[src/rtl/gate_sweep_ctrl.sv]
// Sweeps p/q/r through all 8 vectors, waits SETTLE_CYCLES per vector, and captures the gate block's AND/OR truth tables.
// Optional self-check of the captured results is enabled with GATE_SWEEP_CHECK_EN.
module gate_sweep_ctrl #(
  parameter int SETTLE_CYCLES = 2
) (
  input  logic       clk,
  input  logic       rst,
  input  logic       start,
  output logic       p,
  output logic       q,
  output logic       r,
  input  logic       x_in,
  input  logic       y_in,
  output logic       busy,
  output logic       done,
  output logic [7:0] and_table,
  output logic [7:0] or_table,
  output logic       err
);

  typedef enum logic [1:0] {
    IDLE,
    WAIT,
    SAMPLE,
    DONE
  } state_t;

  localparam logic [3:0] CNT_LAST = 4'(SETTLE_CYCLES - 1);

  state_t     state;
  state_t     state_next;
  logic [2:0] vec;
  logic [3:0] cnt;
  logic       accept;
  logic       capture;
  logic       last_vec;

  assign p = vec[2];
  assign q = vec[1];
  assign r = vec[0];

  assign last_vec = (vec == 3'd7);

  always_comb begin
    state_next = state;
    accept     = 1'b0;
    capture    = 1'b0;
    case (state)
      IDLE: begin
        if (start) begin
          accept     = 1'b1;
          state_next = WAIT;
        end
      end
      WAIT: begin
        if (cnt == CNT_LAST) state_next = SAMPLE;
      end
      SAMPLE: begin
        capture    = 1'b1;
        state_next = last_vec ? DONE : WAIT;
      end
      DONE: state_next = IDLE;
      default: state_next = IDLE;
    endcase
  end

  // busy and done are registered off the next state so they line up with the state itself.
  always_ff @(posedge clk) begin
    if (rst) begin
      state     <= IDLE;
      vec       <= 3'd0;
      cnt       <= 4'd0;
      busy      <= 1'b0;
      done      <= 1'b0;
      and_table <= 8'h00;
      or_table  <= 8'h00;
    end else begin
      state <= state_next;
      busy  <= (state_next == WAIT) || (state_next == SAMPLE);
      done  <= (state_next == DONE);
      if (accept) begin
        vec       <= 3'd0;
        cnt       <= 4'd0;
        and_table <= 8'h00;
        or_table  <= 8'h00;
      end
      if (state == WAIT) cnt <= cnt + 4'd1;
      if (capture) begin
        and_table[vec] <= x_in;
        or_table[vec]  <= y_in;
        if (!last_vec) begin
          vec <= vec + 3'd1;
          cnt <= 4'd0;
        end
      end
      if (state == DONE) vec <= 3'd0;
    end
  end

`ifdef GATE_SWEEP_CHECK_EN
  logic err_q;
  logic mismatch;

  // A correct gate block gives AND high only for 111 and OR low only for 000.
  assign mismatch = (x_in != last_vec) || (y_in != (vec != 3'd0));
  assign err      = err_q;

  always_ff @(posedge clk) begin
    if (rst) begin
      err_q <= 1'b0;
    end else if (accept) begin
      err_q <= 1'b0;
    end else if (capture && mismatch) begin
      err_q <= 1'b1;
    end
  end
`else
  assign err = 1'b0;
`endif

endmodule
[config.mk]
export PLATFORM = sky130hd
export DESIGN_NAME = gate_sweep_ctrl
export DESIGN_NICKNAME = d
export VERILOG_FILES = /design/src/rtl/gate_sweep_ctrl.sv
export SDC_FILE = /design/constraint.sdc
export NUM_CORES = 1
export LEC_CHECK = 0
export CORE_MARGIN = 3
export CORE_UTILIZATION = 40
export DETAILED_ROUTE_END_ITERATION = 10
export GPL_ROUTABILITY_DRIVEN = 1
export PLACE_DENSITY = 0.63
export SETUP_SLACK_MARGIN = 0.1
export SLEW_MARGIN = 20
export SYNTH_ARGS = -nofsm -noshare
export SYNTH_HDL_FRONTEND = slang
export SYNTH_SLANG_ARGS = --single-unit
[constraint.sdc]
create_clock -name clk -period 2.6 [get_ports clk]
set_input_delay 0.52 -clock clk [delete_from_list [all_inputs] [get_ports clk]]
set_output_delay 0.52 -clock clk [all_outputs]
set_load 0.02 [all_outputs]
After elaboration in Yosys (flattened, before gate mapping)
Index checks and enable logic that the tools add are counted.

Add/subtract/negate cells: 2. Reductions and logical operators: 4. Magnitude comparators: 2. Eq/ne operators: 8. Muxes and demuxes: 24.

Operators with widths (number): 8-bit 2-to-1 mux (6); 8-bit bitwise mux (2); 4-bit 2-to-1 mux (4); 3-bit 2-to-1 mux (3); 2-bit == test, second input constant (4); 2-bit one-hot mux with 4 select lines (1); 2-bit 2-to-1 mux (3); 4-bit by 1-bit adder with 4-bit output, second input constant (1); 2-bit by 1-bit == test with 1-bit output, second input constant (2); 4-bit by 1-bit == test with 1-bit output, second input constant (1); 3-bit by 4-bit less-than comparator with 1-bit output, second input constant (1); 1-bit 2-to-1 mux (4); 3-bit by 1-bit adder with 3-bit output, second input constant (1); 1-bit demux with 3-bit select (1); 3-bit == test, second input constant (1); 3-bit by 1-bit greater-or-equal comparator with 1-bit output, second input constant (1); 2-bit logical NOT (1); 2-bit OR reduction (1); 1-bit logical AND (1); 1-bit logical OR (1).

Logic and storage cells: 47. Bits of input ports: 5. Flip-flop bits (word level): 27.

Longest topological paths before layout
Gate-level depths: netlist of run 1.

Depth in word-level cells: 6. Gate-level depth with buffers: 7. Gate-level depth less buffers: 7.

Worst setup path before layout of run 1
No wires, ideal clock.

Kind: register to register. Start point: reg cnt[1]. End point: reg busy. Arrival: 1443 ps. Clock period less this slack: 1572 ps. Stages on the path, launching flop included: 8. Path buffers: 0. Library setup time: 129 ps. Setup slack: 1028 ps. Cell sequence: dfxtp_1 -> inv_1 -> ha_1 -> nor3b_1 -> or2_2 -> a21oi_1 -> ha_1 -> nor2b_1.

Longest elaborated chain between the ends: 5. Elaborated cells between the ends (all ways): 6. Those cells by class: 3 x eq/ne; 2 x mux; 1 x reduce/logical.

Ends and longest elaborated chain: start: declaration (RTL line 33) `logic [3:0] cnt;`; start signal: assignment (RTL line 87) `if (state == WAIT) cnt <= cnt + 4'd1;`; 4-bit by 1-bit == test with 1-bit output * (RTL line 56) `if (cnt == CNT_LAST) state_next = SAMPLE;`; 2-bit 2-to-1 mux * (RTL line 56); 2-bit one-hot mux with 4 select lines * (RTL line 48) `case (state)`; via state_next[0] (RTL line 31) `state_t state_next;`; 2-bit by 1-bit == test with 1-bit output or 2-bit == test (tied branches) (RTL line 79) `busy <= (state_next == WAIT) || (state_next == SAMPLE);`; 1-bit logical OR * (RTL line 79); end signal: assignment (RTL line 79); end: declaration (RTL line 14) `output logic busy,`.

Mark *: on every way through the listed nets, which the timed path passes. The rest lies on a longest branch. A chain may end at the register's enable or synchronous reset.

Worst setup path in the final report of run 1
Start point: reg vec[2]. End point: out p.

RTL lines: start: declaration (RTL line 32) `logic [2:0] vec;`; start signal: assignment (RTL line 92) `vec <= vec + 3'd1;`; end: declaration (RTL line 9) `output logic p,`.

No word-level cell between the ends.

==> results of run 1 <==
[Yosys cell counts (2+ instances only)]
cell type | instances | area (um2)
sky130_fd_sc_hd__a211oi_1 | 7 | 52.6
sky130_fd_sc_hd__a21oi_1 | 2 | 10.0
sky130_fd_sc_hd__a2bb2oi_1 | 2 | 17.5
sky130_fd_sc_hd__a31o_2 | 2 | 17.5
sky130_fd_sc_hd__a32o_1 | 12 | 120
sky130_fd_sc_hd__and4_1 | 2 | 17.5
sky130_fd_sc_hd__buf_1 | 3 | 11.3
sky130_fd_sc_hd__buf_2 | 5 | 25.0
sky130_fd_sc_hd__dfxtp_1 | 27 | 541
sky130_fd_sc_hd__ha_1 | 5 | 62.6
sky130_fd_sc_hd__inv_1 | 5 | 18.8
sky130_fd_sc_hd__mux2_2 | 2 | 22.5
sky130_fd_sc_hd__nand2_1 | 5 | 18.8
sky130_fd_sc_hd__nand3_1 | 4 | 20.0
sky130_fd_sc_hd__nor2_1 | 4 | 15.0
sky130_fd_sc_hd__nor2b_1 | 11 | 68.8
sky130_fd_sc_hd__nor3b_1 | 5 | 37.5
sky130_fd_sc_hd__o31ai_1 | 3 | 22.5
[power groups by stage]
stage                     clock [mW]  sequential (mW)  combinational [mW]
after floorplan                    0            0.436              0.0510
after global placement             0            0.439              0.0674
after detailed placement           0            0.439              0.0692
after CTS                      0.186            0.430              0.0695
after global routing           0.197            0.432              0.0776
final                          0.177            0.430              0.0690
[state kept, by name, summed over array words and instances (netlist names)]
| name | count |
|---|---|
| and_table | 8 |
| done | 1 |
| vec | 3 |
| or_table | 8 |
| state | 2 |
| busy | 1 |
| cnt | 4 |
[per-layer routing]
metal  routed length [um]  up-vias  GRT usage [%]  part of all wire (%)
met4                   17        0           6.50                  0.70
li1                     -      495              -                     -
met3                  113        2           2.94                   4.6
met5                    0        -              0                     0
met2                 1250       22           26.0                    51
met1                 1050      458           16.4                    43
[cell type report]
| class | instances | share of cell area [%] |
|---|---|---|
| clock buffer | 3 | 1.50 |
| clock inverter | 1 | 0.333 |
| inverter | 5 | 1.25 |
| multi-input combinational | 80 | 40.7 |
| sequential | 27 | 36.0 |
| tap | 31 | 2.58 |
| timing repair buffer | 27 | 17.7 |
[kinds of logic after synthesis]
kind of cell / Yosys count / synth area share, %
AOI/OAI and AO/OA: 33 / 22.7
adders and majority gates: 5 / 5.15
buffers and inverters: 14 / 5.15
DFF: 27 / 44.5
muxes: 3 / 2.68
other: 1 / 0.309
and+or+nand+nor: 38 / 19.6
[worst max-delay path by stage]
| stage | endpoint | slack (ns) | cells past startpoint |
|---|---|---|---|
| after CTS | p | 0.54 | 1 |
| after detailed placement | and_table[5] | 0.66 | 4 |
| after floorplan | busy | 1.03 | 7 |
| after global routing | p | 0.49 | 1 |
| final | p | 0.57 | 1 |
| after global placement | or_table[5] | 0.69 | 4 |
[metrics by stage]
stage | setup slack [ns] | total power, mW
finish | 0.566 | 0.676
global route | 0.489 | 0.707
CTS | 0.540 | 0.686
detailed placement | 0.656 | 0.509
global placement | 0.691 | 0.506
floorplan | 1.03 | 0.487
==> insert_results.sql, run 1 <==
INSERT INTO impl_metrics (metric_group, metric, value, unit) VALUES
('clock_network', 'cts.htree.levels', '1', ''),
('yosys', 'synth-edff-count', '0', ''),
('yosys', 'syn_area_per_cell', '10.0', 'um2'),
('layout', 'area_growth', '23.7', '%'),
('route', 'drtIter0Drc', '41', ''),
('floorplanning', 'design.core.area', '0.00283', 'mm2'),
('power', 'sw_frac_of_total', '24.7', '%'),
('timing', 'period_share', '78.2', '%'),
('clock_network', 'clk_latency', '0.32', 'ns'),
('power', 'power.share.clock', '26.2', '%'),
('route', 'drtPass1Iterations', '6', ''),
('yosys', 'register_bit_total_from_synthesis', '27', ''),
('layout', 'num-nets-final', '154', ''),
('clock_network', 'clk_path_buf_depth', '2', ''),
('min_path', 'worst_hold_startpoint', 'and_table[0]', ''),
('floorplanning', 'io_pins', '27', ''),
('critical_path', 'critical_path.slowest_cell', 'sky130_fd_sc_hd__clkdlybuf4s50_1', ''),
('clock_network', 'post-cts-setup-buffers', '0', ''),
('critical_path', 'critical_path.startpoint_type', 'flop', ''),
('critical_path', 'crit_type', 'flop to output port', ''),
('global_route', 'grt-ovfl-total', '0', ''),
('placed_design', 'input_output_buffers', '25', ''),
('power', 'intPower', '0.509', 'mW'),
('timing', 'hold-worst-slack', '0.481', 'ns'),
('clock_network', 'cts_tree', 'built', ''),
('power', 'power.share.sequential', '63.6', '%'),
('yosys', 'postSynth.asyncResetShare', '0', '%'),
('timing', 'clock.fmax', '492', 'MHz'),
('timing', 'timing_max_transition_violations_final', '0', ''),
('clock_network', 'cts-buffers-inserted', '3', ''),
('global_route', 'antenna_found_initial', '0', ''),
('global_route', 'grt_start_max_net_pins', '19', ''),
('layout', 'mostFrequentLayoutCells', 'sky130_fd_sc_hd__dfxtp_1 (27), sky130_fd_sc_hd__clkdlybuf4s50_1 (25), sky130_fd_sc_hd__a32o_1 (12), sky130_fd_sc_hd__nor2b_1 (11), sky130_fd_sc_hd__a211oi_1 (7)', ''),
('timing', 'setup_viol', '0', ''),
('layout', 'final_common_cell', 'sky130_fd_sc_hd__dfxtp_1', ''),
('critical_path', 'crit_path_max_incr_delay', '0.67', 'ns'),
('critical_path', 'worst_setup_path_startpoint', 'vec[2]', ''),
('floorplanning', 'placement_rows', '19', ''),
('layout', 'drive_gt1_share', '8.39', '%'),
('floorplanning', 'die_h', '61.1', 'um'),
('clock_network', 'path_clk_slew', '0.14', 'ns'),
('timing', 'hold_vio_cnt_final', '0', ''),
('min_path', 'timing.hold.worst.class', 'flop to flop', ''),
('floorplanning', 'width_of_the_die', '61.1', 'um'),
('route', 'routed_wirelength', '2.43', 'mm'),
('timing', 'final.setup.tns', '0', 'ns'),
('timing', 'slew-limit-headroom', '59.1', '%'),
('route', 'route.detailed.wl_per_inst', '14.0', 'um'),
('critical_path', 'regToRegEndpoint', 'busy', ''),
('power', 'worst_ir_drop_vdd', '0.266', 'mV'),
('yosys', 'synth_seq_area_share', '44.5', '%'),
('yosys', 'synthesis.area', '0.00121', 'mm2'),
('clock_network', 'cts_hold_repair.buffers', '0', ''),
('outcome', 'status', 'complete, no violations', ''),
('critical_path', 'endpoint_kind', 'output port', ''),
('yosys', 'postSynth.topFlopCell', 'sky130_fd_sc_hd__dfxtp_1', ''),
('placed_design', 'dp_hpwl', '1.81', 'mm'),
('timing', 'time_the_final_worst_path_needs_with_i_o_delays_and_setup', '2.03', 'ns'),
('power', 'power.switching', '0.167', 'mW'),
('layout', 'multi_input_area', '612', 'um2'),
('global_route', 'wire_length_of_the_first_global_routing_pass', '4.08', 'mm'),
('flow_run', 'maxCapViolCount', '0', ''),
('route', 'detailed_route_drc_error_count', '0', ''),
('min_path', 'worst_hold_path.endpoint', 'and_table[0]', ''),
('layout', 'seq_area', '541', 'um2'),
('critical_path', 'crit_path_cell_trace', 'clkdlybuf4s50_1', ''),
('critical_path', 'worst-r2r-setup-slack', '0.91', 'ns'),
('min_path', 'worst_hold_path.num_cells', '1', ''),
('placed_design', 'gp_routability_congestion', '0.726', ''),
('clock_network', 'sinks_on_the_clock_net', '27', ''),
('global_route', 'groute.usage.overall', '14.5', '%');
Note: power is estimated with default switching activity, not from simulation.
==> run 2, diff against run 1 <==
Clock period 2.6 ns to 1.99 ns, I/O delays scaled along.
==> run 2 against run 1 <==
Effect of this change:
- sequential power is 31% higher
- clock-buffer cell count stayed put
- critical path type unchanged
- highest routed layer unchanged
- worst hold slack hardly changed
- via count is 3.3% higher
- clock skew is 0.0021 ns lower
==> insert_results.sql, run 2 (synthesis gave the netlist of run 1 again) <==
INSERT INTO impl_metrics (metric_group, metric, value, unit) VALUES
('clock_network', 'clk_path_buf_depth', '2', ''),
('timing', 'time_the_final_worst_path_needs_with_i_o_delays_and_setup', '1.79', 'ns'),
('route', 'routed_vias_inst', '5.70', ''),
('critical_path', 'crit_path_cell_trace', 'clkdlybuf4s50_1', ''),
('layout', 'diodes', '0', ''),
('floorplanning', 'design.core.area', '0.00283', 'mm2'),
('floorplanning', 'io_pins', '27', ''),
('power', 'sw_frac_of_total', '25.0', '%'),
('floorplanning', 'width_of_the_die', '61.1', 'um'),
('timing', 'setup_viol', '0', ''),
('critical_path', 'cp_buf_inv_count', '1', ''),
('power', 'p_comb_share', '10.6', '%'),
('timing', 'hold_vio_cnt_final', '0', ''),
('route', 'detailed_route_drc_error_count', '0', ''),
('route', 'drtPass1Iterations', '4', ''),
('timing', 'clock.fmax', '557', 'MHz'),
('min_path', 'timing.hold.worst.class', 'flop to flop', ''),
('critical_path', 'crit_path_max_incr_delay', '0.63', 'ns'),
('placed_design', 'placed_cells_incl_taps', '173', ''),
('route', 'drtIter0Drc', '38', ''),
('layout', 'reg.largest.list', 'and_table x8, or_table x8, cnt x4', ''),
('global_route', 'antenna_found_initial', '0', ''),
('floorplanning', 'start_util', '42.9', '%'),
('route', 'vias', '1009', ''),
('clock_network', 'clk_latency', '0.32', 'ns'),
('critical_path', 'worstPathRequired', '1.59', 'ns'),
('clock_network', 'sinks_on_the_clock_net', '27', ''),
('critical_path', 'critical_path.slowest_cell', 'sky130_fd_sc_hd__clkdlybuf4s50_1', ''),
('layout', 'drive_gt1_share', '11.0', '%'),
('global_route', 'wire_length_of_the_first_global_routing_pass', '4.35', 'mm'),
('layout', 'fillerInstances', '276', ''),
('layout', 'num-nets-final', '157', ''),
('route', 'route.detailed.wl_per_inst', '14.0', 'um'),
('timing', 'period_share', '90.2', '%'),
('clock_network', 'path_clk_slew', '0.15', 'ns'),
('timing', 'worst_pin_slew', '0.511', 'ns'),
('outcome', 'status', 'complete, no violations', ''),
('global_route', 'groute.usage.overall', '15.3', '%'),
('clock_network', 'cts_hold_repair.buffers', '0', ''),
('global_route', 'first_global_vias', '987', ''),
('flow_run', 'maxCapViolCount', '0', ''),
('clock_network', 'cts.htree.levels', '1', ''),
('layout', 'final_common_cell', 'sky130_fd_sc_hd__dfxtp_1', ''),
('layout', 'area_growth', '25.5', '%'),
('critical_path', 'crit_path_max_fo', '10', ''),
('power', 'power.switching', '0.223', 'mW'),
('placed_design', 'gp_routability_congestion', '0.731', ''),
('global_route', 'grt_start_max_net_pins', '16', ''),
('floorplanning', 'placement_rows', '19', ''),
('critical_path', 'endpoint_kind', 'output port', ''),
('timing', 'grt_setup_unrepaired', 'false', ''),
('clock_network', 'cts_tree', 'built', ''),
('floorplanning', 'die_h', '61.1', 'um'),
('global_route', 'grt-ovfl-total', '0', ''),
('critical_path', 'arrival', '1.40', 'ns'),
('layout', 'mostFrequentLayoutCells', 'sky130_fd_sc_hd__dfxtp_1 (26), sky130_fd_sc_hd__clkdlybuf4s50_1 (24), sky130_fd_sc_hd__a32o_1 (12), sky130_fd_sc_hd__nor2b_1 (11), sky130_fd_sc_hd__a211oi_1 (7)', ''),
('timing', 'fin_worst_skew', '0.00325', 'ns'),
('route', 'ant_nets', '0', ''),
('power', 'power.share.sequential', '63.0', '%'),
('power', 'worst_ir_drop_vdd', '0.343', 'mV'),
('timing', 'final.setup.tns', '0', 'ns'),
('power', 'power.share.clock', '26.4', '%'),
('floorplanning', 'die-area', '0.00373', 'mm2'),
('critical_path', 'cp_top_family', 'buffers and inverters', ''),
('route', 'routed_wirelength', '2.49', 'mm'),
('placed_design', 'dp_hpwl', '1.96', 'mm'),
('critical_path', 'crit_type', 'flop to output port', ''),
('power', 'intPower', '0.669', 'mW'),
('timing', 'slew-limit-headroom', '65.5', '%'),
('critical_path', 'critical_path.startpoint_type', 'flop', ''),
('placed_design', 'input_output_buffers', '25', ''),
('layout', 'stdcell_count', '177', ''),
('power', 'p_leak', '0.567', 'nW'),
('clock_network', 'cts_root_buf', 'sky130_fd_sc_hd__clkbuf_4', ''),
('timing', 'timing_max_transition_violations_final', '0', ''),
('power', 'power_density', '585', 'mW/mm2'),
('clock_network', 'cts-buffers-inserted', '3', '');
[run 2: cell types whose count changed in the layout (fill, tap and decap cells not counted)]
cell,before,now
sky130_fd_sc_hd__clkdlybuf4s50_1,25,24
sky130_fd_sc_hd__dlygate4sd2_1,0,1
sky130_fd_sc_hd__dfxtp_1,27,26
sky130_fd_sc_hd__buf_4,2,5
sky130_fd_sc_hd__dfxtp_2,0,1
[run 2: per-stage QoR]
stage / setup WS (ns) / total power [mW] / area [um2] / hold slack (ns) / util [%]
finish: 0.195 / 0.892 / 1530 / 0.481 / 53.9
floorplan: 0.418 / 0.637 / 1210 / 0.464 / -
global route: 0.111 / 0.933 / 1530 / 0.517 / 53.9
CTS: 0.190 / 0.900 / 1530 / 0.488 / 53.9
global placement: 0.231 / 0.666 / 1500 / 0.449 / 52.9
detailed placement: 0.183 / 0.670 / 1500 / 0.454 / 52.9
[run 2: area by class of cell]
cell class	count	area, um2	share of cell area, %
multi-input combinational	80	612	40.1
tap	31	38.8	2.54
timing repair buffer	30	287	18.8
inverter	5	18.8	1.23
clock inverter	1	5.00	0.328
sequential	27	542	35.5
clock buffer	3	22.5	1.48
[run 2: worst paths after layout]
| kind | startpoint | to | slack, ns | cells past startpoint |
|---|---|---|---|---|
| hold reg to reg | and_table[6] | and_table[6] | 0.48 | 1 |
| setup reg to reg | cnt[1] | busy | 0.30 | 7 |
| setup / recovery | vec[0] | r | 0.20 | 1 |
| hold / removal | and_table[6] | and_table[6] | 0.48 | 1 |
[run 2: worst reg2reg max path, cell delays in order (launching register included)]
cell and delay [ns]:
sky130_fd_sc_hd__dfxtp_1 0.40, sky130_fd_sc_hd__inv_1 0.06, sky130_fd_sc_hd__ha_1 0.16, sky130_fd_sc_hd__nor3b_1 0.14
sky130_fd_sc_hd__or2_2 0.29, sky130_fd_sc_hd__a21oi_1 0.18, sky130_fd_sc_hd__ha_1 0.24, sky130_fd_sc_hd__nor2b_1 0.12
[run 2: repair_timing]
| item | 4_1_cts | 5_1_grt |
|---|---|---|
| buffers inserted | 0 | 0 |
| setup endpoints to repair | 2 | 0 |
| gates resized for setup | 2 | 0 |
[run 2: metal layers]
| layer | vias up | GRT usage (%) | part of all wire (%) |
|---|---|---|---|
| met5 | - | 0 | 0 |
| met4 | 0 | 5.57 | 0.80 |
| met3 | 2 | 2.94 | 3.7 |
| met2 | 16 | 27.5 | 54 |
| met1 | 490 | 17.8 | 42 |
| li1 | 501 | - | - |
[run 2: power by group through the flow]
stage | Sequential (mW) | Combinational (mW) | Clock [mW]
after floorplan | 0.570 | 0.0666 | 0
after global placement | 0.573 | 0.0929 | 0
after detailed placement | 0.574 | 0.0960 | 0
after CTS | 0.562 | 0.0962 | 0.242
after global routing | 0.564 | 0.107 | 0.263
final | 0.562 | 0.0949 | 0.235
